[src/rtl/parking_gate_arbiter.sv]
// Single barrier gate controller: arbitrates entry/exit requests, sequences the password
// check, tracks occupancy and applies a lockout after repeated bad passwords.
module parking_gate_arbiter #(
  parameter int unsigned CAPACITY     = 8,
  parameter int unsigned CNT_W        = 4,
  parameter int unsigned OPEN_CYCLES  = 16,
  parameter int unsigned CLOSE_CYCLES = 4,
  parameter int unsigned AUTH_TIMEOUT = 32,
  parameter int unsigned MAX_FAIL     = 3,
  parameter int unsigned LOCK_CYCLES  = 64
) (
  input  logic             clk,
  input  logic             rst,
  input  logic             entry_req,
  input  logic             exit_req,
  input  logic             auth_valid,
  input  logic             auth_ok,
  output logic             auth_req,
  output logic             entry_grant,
  output logic             exit_grant,
  output logic             entry_reject,
  output logic             exit_reject,
  output logic             gate_open,
  output logic             busy,
  output logic             lockout,
  output logic             full,
  output logic             empty,
  output logic [CNT_W-1:0] occupancy
);

  localparam int unsigned TMax01 = (OPEN_CYCLES > CLOSE_CYCLES) ? OPEN_CYCLES : CLOSE_CYCLES;
  localparam int unsigned TMax   = (TMax01 > AUTH_TIMEOUT) ? TMax01 : AUTH_TIMEOUT;
  localparam int unsigned TW     = $clog2(TMax + 1);
  localparam int unsigned FW     = $clog2(MAX_FAIL + 1);
  localparam int unsigned LW     = $clog2(LOCK_CYCLES + 1);

  typedef enum logic [2:0] {
    StIdle,
    StAuth,
    StOpenIn,
    StOpenOut,
    StClose
  } state_e;

  state_e          state_q;
  logic [TW-1:0]   timer_q;
  logic [FW-1:0]   fail_cnt_q;
  logic [LW-1:0]   lock_cnt_q;
  logic            last_exit_q;
  logic            entry_req_q;
  logic            exit_req_q;

  logic exit_ok;
  logic entry_ok;
  logic pick_exit;

  // Round-robin: on a tie, serve the side that was not served last.
  always_comb begin
    exit_ok   = exit_req & ~empty;
    entry_ok  = entry_req & ~full & ~lockout;
    pick_exit = exit_ok & (~entry_ok | ~last_exit_q);
  end

  always_ff @(posedge clk) begin
    if (!rst) begin
      state_q      <= StIdle;
      timer_q      <= '0;
      fail_cnt_q   <= '0;
      lock_cnt_q   <= '0;
      last_exit_q  <= 1'b0;
      entry_req_q  <= 1'b0;
      exit_req_q   <= 1'b0;
      auth_req     <= 1'b0;
      entry_grant  <= 1'b0;
      exit_grant   <= 1'b0;
      entry_reject <= 1'b0;
      exit_reject  <= 1'b0;
      gate_open    <= 1'b0;
      busy         <= 1'b0;
      lockout      <= 1'b0;
      full         <= 1'b0;
      empty        <= 1'b1;
      occupancy    <= '0;
    end else begin
      entry_grant  <= 1'b0;
      exit_grant   <= 1'b0;
      entry_reject <= 1'b0;
      exit_reject  <= 1'b0;
      entry_req_q  <= entry_req;
      exit_req_q   <= exit_req;

      // Lock timer runs regardless of the gate state.
      if (lockout) begin
        if (lock_cnt_q == '0) begin
          lockout <= 1'b0;
        end else begin
          lock_cnt_q <= lock_cnt_q - LW'(1);
        end
      end

      case (state_q)
        StIdle: begin
          if (entry_req && !entry_req_q && (full || lockout)) begin
            entry_reject <= 1'b1;
          end
          if (exit_req && !exit_req_q && empty) begin
            exit_reject <= 1'b1;
          end
          if (pick_exit) begin
            state_q     <= StOpenOut;
            timer_q     <= '0;
            last_exit_q <= 1'b1;
            exit_grant  <= 1'b1;
            gate_open   <= 1'b1;
            busy        <= 1'b1;
            occupancy   <= occupancy - CNT_W'(1);
            full        <= 1'b0;
            empty       <= (occupancy == CNT_W'(1));
          end else if (entry_ok) begin
            state_q     <= StAuth;
            timer_q     <= '0;
            last_exit_q <= 1'b0;
            auth_req    <= 1'b1;
            busy        <= 1'b1;
          end
        end

        StAuth: begin
          if (auth_valid && auth_ok) begin
            state_q     <= StOpenIn;
            timer_q     <= '0;
            auth_req    <= 1'b0;
            entry_grant <= 1'b1;
            gate_open   <= 1'b1;
            fail_cnt_q  <= '0;
            occupancy   <= occupancy + CNT_W'(1);
            empty       <= 1'b0;
            full        <= (occupancy == CNT_W'(CAPACITY - 1));
          end else if (auth_valid) begin
            state_q  <= StIdle;
            auth_req <= 1'b0;
            busy     <= 1'b0;
            if (fail_cnt_q == FW'(MAX_FAIL - 1)) begin
              fail_cnt_q <= '0;
              lockout    <= 1'b1;
              lock_cnt_q <= LW'(LOCK_CYCLES - 1);
            end else begin
              fail_cnt_q <= fail_cnt_q + FW'(1);
            end
          end else if (timer_q == TW'(AUTH_TIMEOUT - 1)) begin
            // Abandoned attempt: not counted as a bad password.
            state_q  <= StIdle;
            auth_req <= 1'b0;
            busy     <= 1'b0;
          end else begin
            timer_q <= timer_q + TW'(1);
          end
        end

        StOpenIn, StOpenOut: begin
          if (timer_q == TW'(OPEN_CYCLES - 1)) begin
            state_q   <= StClose;
            timer_q   <= '0;
            gate_open <= 1'b0;
          end else begin
            timer_q <= timer_q + TW'(1);
          end
        end

        StClose: begin
          if (timer_q == TW'(CLOSE_CYCLES - 1)) begin
            state_q <= StIdle;
            timer_q <= '0;
            busy    <= 1'b0;
          end else begin
            timer_q <= timer_q + TW'(1);
          end
        end

        default: begin
          state_q   <= StIdle;
          timer_q   <= '0;
          auth_req  <= 1'b0;
          gate_open <= 1'b0;
          busy      <= 1'b0;
        end
      endcase
    end
  end

endmodule

[config.mk]
export PLATFORM = sky130hd
export DESIGN_NAME = parking_gate_arbiter
export DESIGN_NICKNAME = d
export VERILOG_FILES = /design/src/rtl/parking_gate_arbiter.sv
export SDC_FILE = /design/constraint.sdc
export NUM_CORES = 1
export LEC_CHECK = 0
export BUFFER_PORTS_ARGS = -buffer_cell sky130_fd_sc_hd__buf_4
export CAP_MARGIN = 20
export CORE_MARGIN = 8
export CORE_UTILIZATION = 40
export DETAILED_ROUTE_END_ITERATION = 16
export GPL_ROUTABILITY_DRIVEN = 0
export PLACE_DENSITY = 0.56
export SLEW_MARGIN = 20
export SYNTH_ARGS = -nofsm -noshare
export SYNTH_HDL_FRONTEND = slang
export SYNTH_SLANG_ARGS = --single-unit
[constraint.sdc]
create_clock -name clk -period 2.14 [get_ports clk]
set_clock_uncertainty 0.15 [all_clocks]
set_input_delay 0.107 -clock clk [delete_from_list [all_inputs] [get_ports clk]]
set_output_delay 0.107 -clock clk [all_outputs]
set_load 0.01 [all_outputs]
==> metrics.txt <==
# TYPE chip_impl_metric gauge
chip_impl_info{name="run_status",value="complete, no violations"} 1
chip_impl_info{name="critical_path.most_common_cell",value="sky130_fd_sc_hd__buf_4"} 1
chip_impl_metric{name="post_syn_area_per_cell",unit="µm²"} 8.21
chip_impl_metric{name="initial_core_utilization",unit="%"} 40.6
chip_impl_metric{name="drt-total-wl",unit="µm"} 4000
chip_impl_metric{name="netlist_instances",unit=""} 211
chip_impl_info{name="chain_of_cells_forming_the_critical_path",value="dlygate4sd3_1, buf_4, nor3b_1, buf_4, a211oi_4, a31oi_2, or3_1, a21oi_1"} 1
chip_impl_metric{name="instances_no_fill",unit=""} 294
chip_impl_metric{name="layout_worst_path_cycle_share",unit="%"} 92.1
chip_impl_info{name="cts_root_buf",value="sky130_fd_sc_hd__clkbuf_8"} 1
chip_impl_info{name="path_class",value="in -> reg"} 1
chip_impl_metric{name="vdd_ir_drop_max",unit="mV"} 0.319
chip_impl_metric{name="achievable-frequency",unit="MHz"} 507
chip_impl_info{name="crit_family",value="buffers and inverters"} 1
chip_impl_metric{name="grt_start_max_net_pins",unit=""} 19
chip_impl_metric{name="power_frac_clock",unit="%"} 36.3
chip_impl_metric{name="grt_pass1_wl",unit="µm"} 6650
chip_impl_metric{name="period_minus_slack",unit="ns"} 1.97
chip_impl_metric{name="final_max_slew_viol_count",unit=""} 0
chip_impl_metric{name="final_net_count",unit=""} 253
chip_impl_metric{name="wl_per_cell",unit="µm"} 13.6
chip_impl_metric{name="synth-async-reset-ratio",unit="%"} 0
chip_impl_metric{name="detail_route.first_pass.iterations",unit=""} 5
chip_impl_metric{name="clockBufferDepth",unit=""} 2
chip_impl_metric{name="placementRows",unit=""} 24
chip_impl_metric{name="dpl.hpwl",unit="µm"} 2880
chip_impl_metric{name="postCtsSetupRepairBufs",unit=""} 0
chip_impl_metric{name="cts_num_sinks",unit=""} 35
chip_impl_metric{name="ys_ff_latch",unit=""} 35
chip_impl_metric{name="critical-path-max-stage-delay",unit="ns"} 0.54
chip_impl_metric{name="drc",unit=""} 0
chip_impl_metric{name="dp_cells",unit=""} 283
chip_impl_info{name="setup.worst_path.end",value="occupancy[2]"} 1
chip_impl_metric{name="ys_seq_area_share",unit="%"} 40.5
chip_impl_metric{name="max_cap_viol_count",unit=""} 0
chip_impl_metric{name="postLayoutSetupSlackWorst",unit="ns"} 0.169
chip_impl_metric{name="setup_viol_count_final",unit=""} 0
chip_impl_metric{name="drt_iter0_markers",unit=""} 120
chip_impl_metric{name="cts_made_buffers",unit=""} 5
chip_impl_metric{name="via_count",unit=""} 1558
chip_impl_metric{name="power.static_leakage",unit="nW"} 0.805
chip_impl_info{name="critical_path.reg2reg.startpoint",value="lock_cnt_q[0]"} 1
chip_impl_metric{name="worst_path_fanout_max",unit=""} 7
chip_impl_info{name="crit_path_start_kind",value="input pin"} 1
chip_impl_metric{name="slew_headroom",unit="%"} 74.4
chip_impl_info{name="worst_min_delay_path_class",value="in -> reg"} 1
chip_impl_metric{name="antenna_violating_nets_post_route",unit=""} 0
chip_impl_info{name="crit-reg2reg-capture",value="lock_cnt_q[6]"} 1
chip_impl_metric{name="placement.io_buffers",unit=""} 19
chip_impl_info{name="cp-end-kind",value="flip-flop"} 1
chip_impl_metric{name="grt_antenna_before_repair",unit=""} 0
chip_impl_metric{name="fin_tns_setup",unit="ns"} 0
chip_impl_metric{name="dpl_worst_slack",unit="ns"} 0.197
chip_impl_metric{name="timing_worst_slew_pin_value",unit="ns"} 0.383
chip_impl_info{name="synth-main-ff-cell",value="sky130_fd_sc_hd__dfxtp_1"} 1
chip_impl_metric{name="syn_area",unit="µm²"} 1730
chip_impl_info{name="cts_tree",value="built"} 1
chip_impl_metric{name="core_region_area",unit="µm²"} 4260
chip_impl_metric{name="yosysWarnings",unit=""} 0
chip_impl_metric{name="power_density",unit="nW/µm²"} 704
chip_impl_info{name="cpMaxStageDelayCell",value="sky130_fd_sc_hd__dlygate4sd3_1"} 1
chip_impl_metric{name="holdPathStages",unit=""} 4
chip_impl_metric{name="final_layout_size_suffix_gt1_share",unit="%"} 16.1
chip_impl_metric{name="critPathRequiredTime",unit="ns"} 2.21
chip_impl_metric{name="worstSkewPairLatency",unit="ns"} 0.29
chip_impl_metric{name="number_of_diodes",unit=""} 0
chip_impl_metric{name="floorplan.die_area",unit="µm²"} 6690
chip_impl_info{name="rsz0062_at_grt",value="no"} 1
chip_impl_metric{name="critical_path_cell_count",unit=""} 8
chip_impl_metric{name="mappedNetlistNets",unit=""} 223
chip_impl_metric{name="intPower",unit="W"} 0.00108
chip_impl_metric{name="gr-usage-all-layers",unit="%"} 12.7
chip_impl_metric{name="area_delta_synth_final",unit="%"} 21.0
chip_impl_metric{name="h-tree-depth",unit=""} 2
chip_impl_metric{name="clk_transition_reported_paths",unit="ns"} 0.07
chip_impl_metric{name="power_switching_share",unit="%"} 26.9
chip_impl_metric{name="switching_power",unit="W"} 0.000396
chip_impl_metric{name="synth_edf_count",unit=""} 0
chip_impl_metric{name="yosys.cell_types.count",unit=""} 46
chip_impl_metric{name="fp.dieH",unit="µm"} 81.8
chip_impl_metric{name="avgViaCountPerCell",unit=""} 5.30
chip_impl_metric{name="final_count_of_hold_timing_violations",unit=""} 0
chip_impl_metric{name="chipWidth",unit="µm"} 81.8
chip_impl_metric{name="grt_overflow",unit=""} 0
chip_impl_metric{name="comb_power_share",unit="%"} 15.8
chip_impl_metric{name="number_of_global_route_vias_before_repair",unit=""} 1497
chip_impl_info{name="critical_path.startpoint",value="entry_req"} 1
chip_impl_metric{name="cts.repair.resized",unit=""} 0
chip_impl_metric{name="seqPwrFrac",unit="%"} 47.9
chip_impl_metric{name="timing.reg2reg.worst_path_depth",unit=""} 7
chip_impl_metric{name="worstPathBufferInverterCount",unit=""} 3
chip_impl_metric{name="floorplan.io_pins",unit=""} 20
chip_impl_metric{name="cp_data_arrival_time",unit="ns"} 2.04
chip_impl_metric{name="rrSetupSlack",unit="ns"} 0.19
## worst reg2reg max path, cell delays in order (launching register included)
cell,delay (ns)
sky130_fd_sc_hd__dfxtp_1,0.31
sky130_fd_sc_hd__inv_1,0.11
sky130_fd_sc_hd__ha_1,0.16
sky130_fd_sc_hd__nand2_1,0.07
sky130_fd_sc_hd__or3_1,0.36
sky130_fd_sc_hd__nor3_1,0.19
sky130_fd_sc_hd__mux2_1,0.33
sky130_fd_sc_hd__and3_1,0.17
## power groups by stage
stage	Clock [W]	Sequential, W	Combinational [W]
after detailed placement	0	0.000722	0.000229
after global placement	0	0.000721	0.000227
after global routing	0.000577	0.000711	0.000261
final	0.000535	0.000707	0.000232
after CTS	0.000553	0.000707	0.000234
after floorplan	0	0.000718	0.000147
## metal layers
metal	up-vias	global-route usage [%]	part of all wire (%)
met1	700	16.7	50
met5	-	0	0
li1	814	-	-
met3	5	3.39	6.4
met4	0	6.32	1.4
met2	39	18.8	42
## worst min path at each step
stage,start,end,slack (ns)
after floorplan,entry_req,entry_req_q,0.08
after global placement,entry_req,entry_req_q,0.19
after detailed placement,entry_req,entry_req_q,0.19
after CTS,auth_ok,fail_cnt_q[1],0.02
after global routing,auth_ok,fail_cnt_q[0],0.05
final,auth_ok,fail_cnt_q[0],0.04
## synth_stat cells (all sizes together) (4+ instances only)
library cell	n	area, µm²
nor3	12	60.1
nand4	4	25.0
ha	6	75.1
nor2	19	71.3
dfxtp	35	701
o21ai	12	60.1
inv	9	33.8
nand2	23	86.3
nand3	9	45.0
or3	6	42.5
clkbuf	4	15.0
a21oi	24	120
nand2b	5	31.3
## cells in the final DEF (no fill, tap or decap), drive strengths merged, types with 3 or more instances in the layout
cell type,count
dlygate4sd3,3
nand4,4
o21ai,12
buf,26
inv,9
a211oi,3
xnor2,3
ha,6
or3,6
nand2,23
nand2b,5
nand3,9
dfxtp,35
nor2,19
clkbuf,7
a21oi,24
nor3,12
## cells by family (layout without fill, tap and decap cells)
group / after synthesis / in the layout / share of synthesized area, %
muxes: 4 / 4 / 2.46
xor gates and xnor gates: 4 / 4 / 2.02
and+or+nand+nor: 94 / 94 / 28.2
DFF: 35 / 35 / 40.5
buffers and inverters: 15 / 46 / 3.76
adders and majority gates: 6 / 6 / 4.34
AOI/OAI and AO/OA: 53 / 53 / 18.8
## per-stage QoR
stage	util (%)	cell area [µm²]	total power, W	hold WS [ns]
after global routing	49.1	2090	0.00155	0.0492
after global placement	46.0	1960	0.000948	0.186
after detailed placement	46.0	1960	0.000950	0.186
after floorplan	-	1730	0.000865	0.0787
after CTS	49.1	2090	0.00149	0.0247
final	49.1	2090	0.00147	0.0367
## state kept, by name (all words and copies together), names as in the netlist, 2 cells and up
signal,count
lock_cnt_q,7
timer_q,6
occupancy,4
state_q,3
fail_cnt_q,2
## timing repair
item | CTS | global route
hold buffers | 3 | 0
endpoints found under the hold margin | 5 | 0
endpoints found under the setup margin | 0 | 0
## final cells by class
type,instances,area (µm²)
flip-flops and latches,35,701
clock inverters,1,7.51
multi-input cells,161,966
inverters,9,33.8
well taps,52,65.1
fillers,456,2170
clock buffers,7,96.3
repair buffers,29,225
No activity file was read; power rests on OpenSTA's default activity.
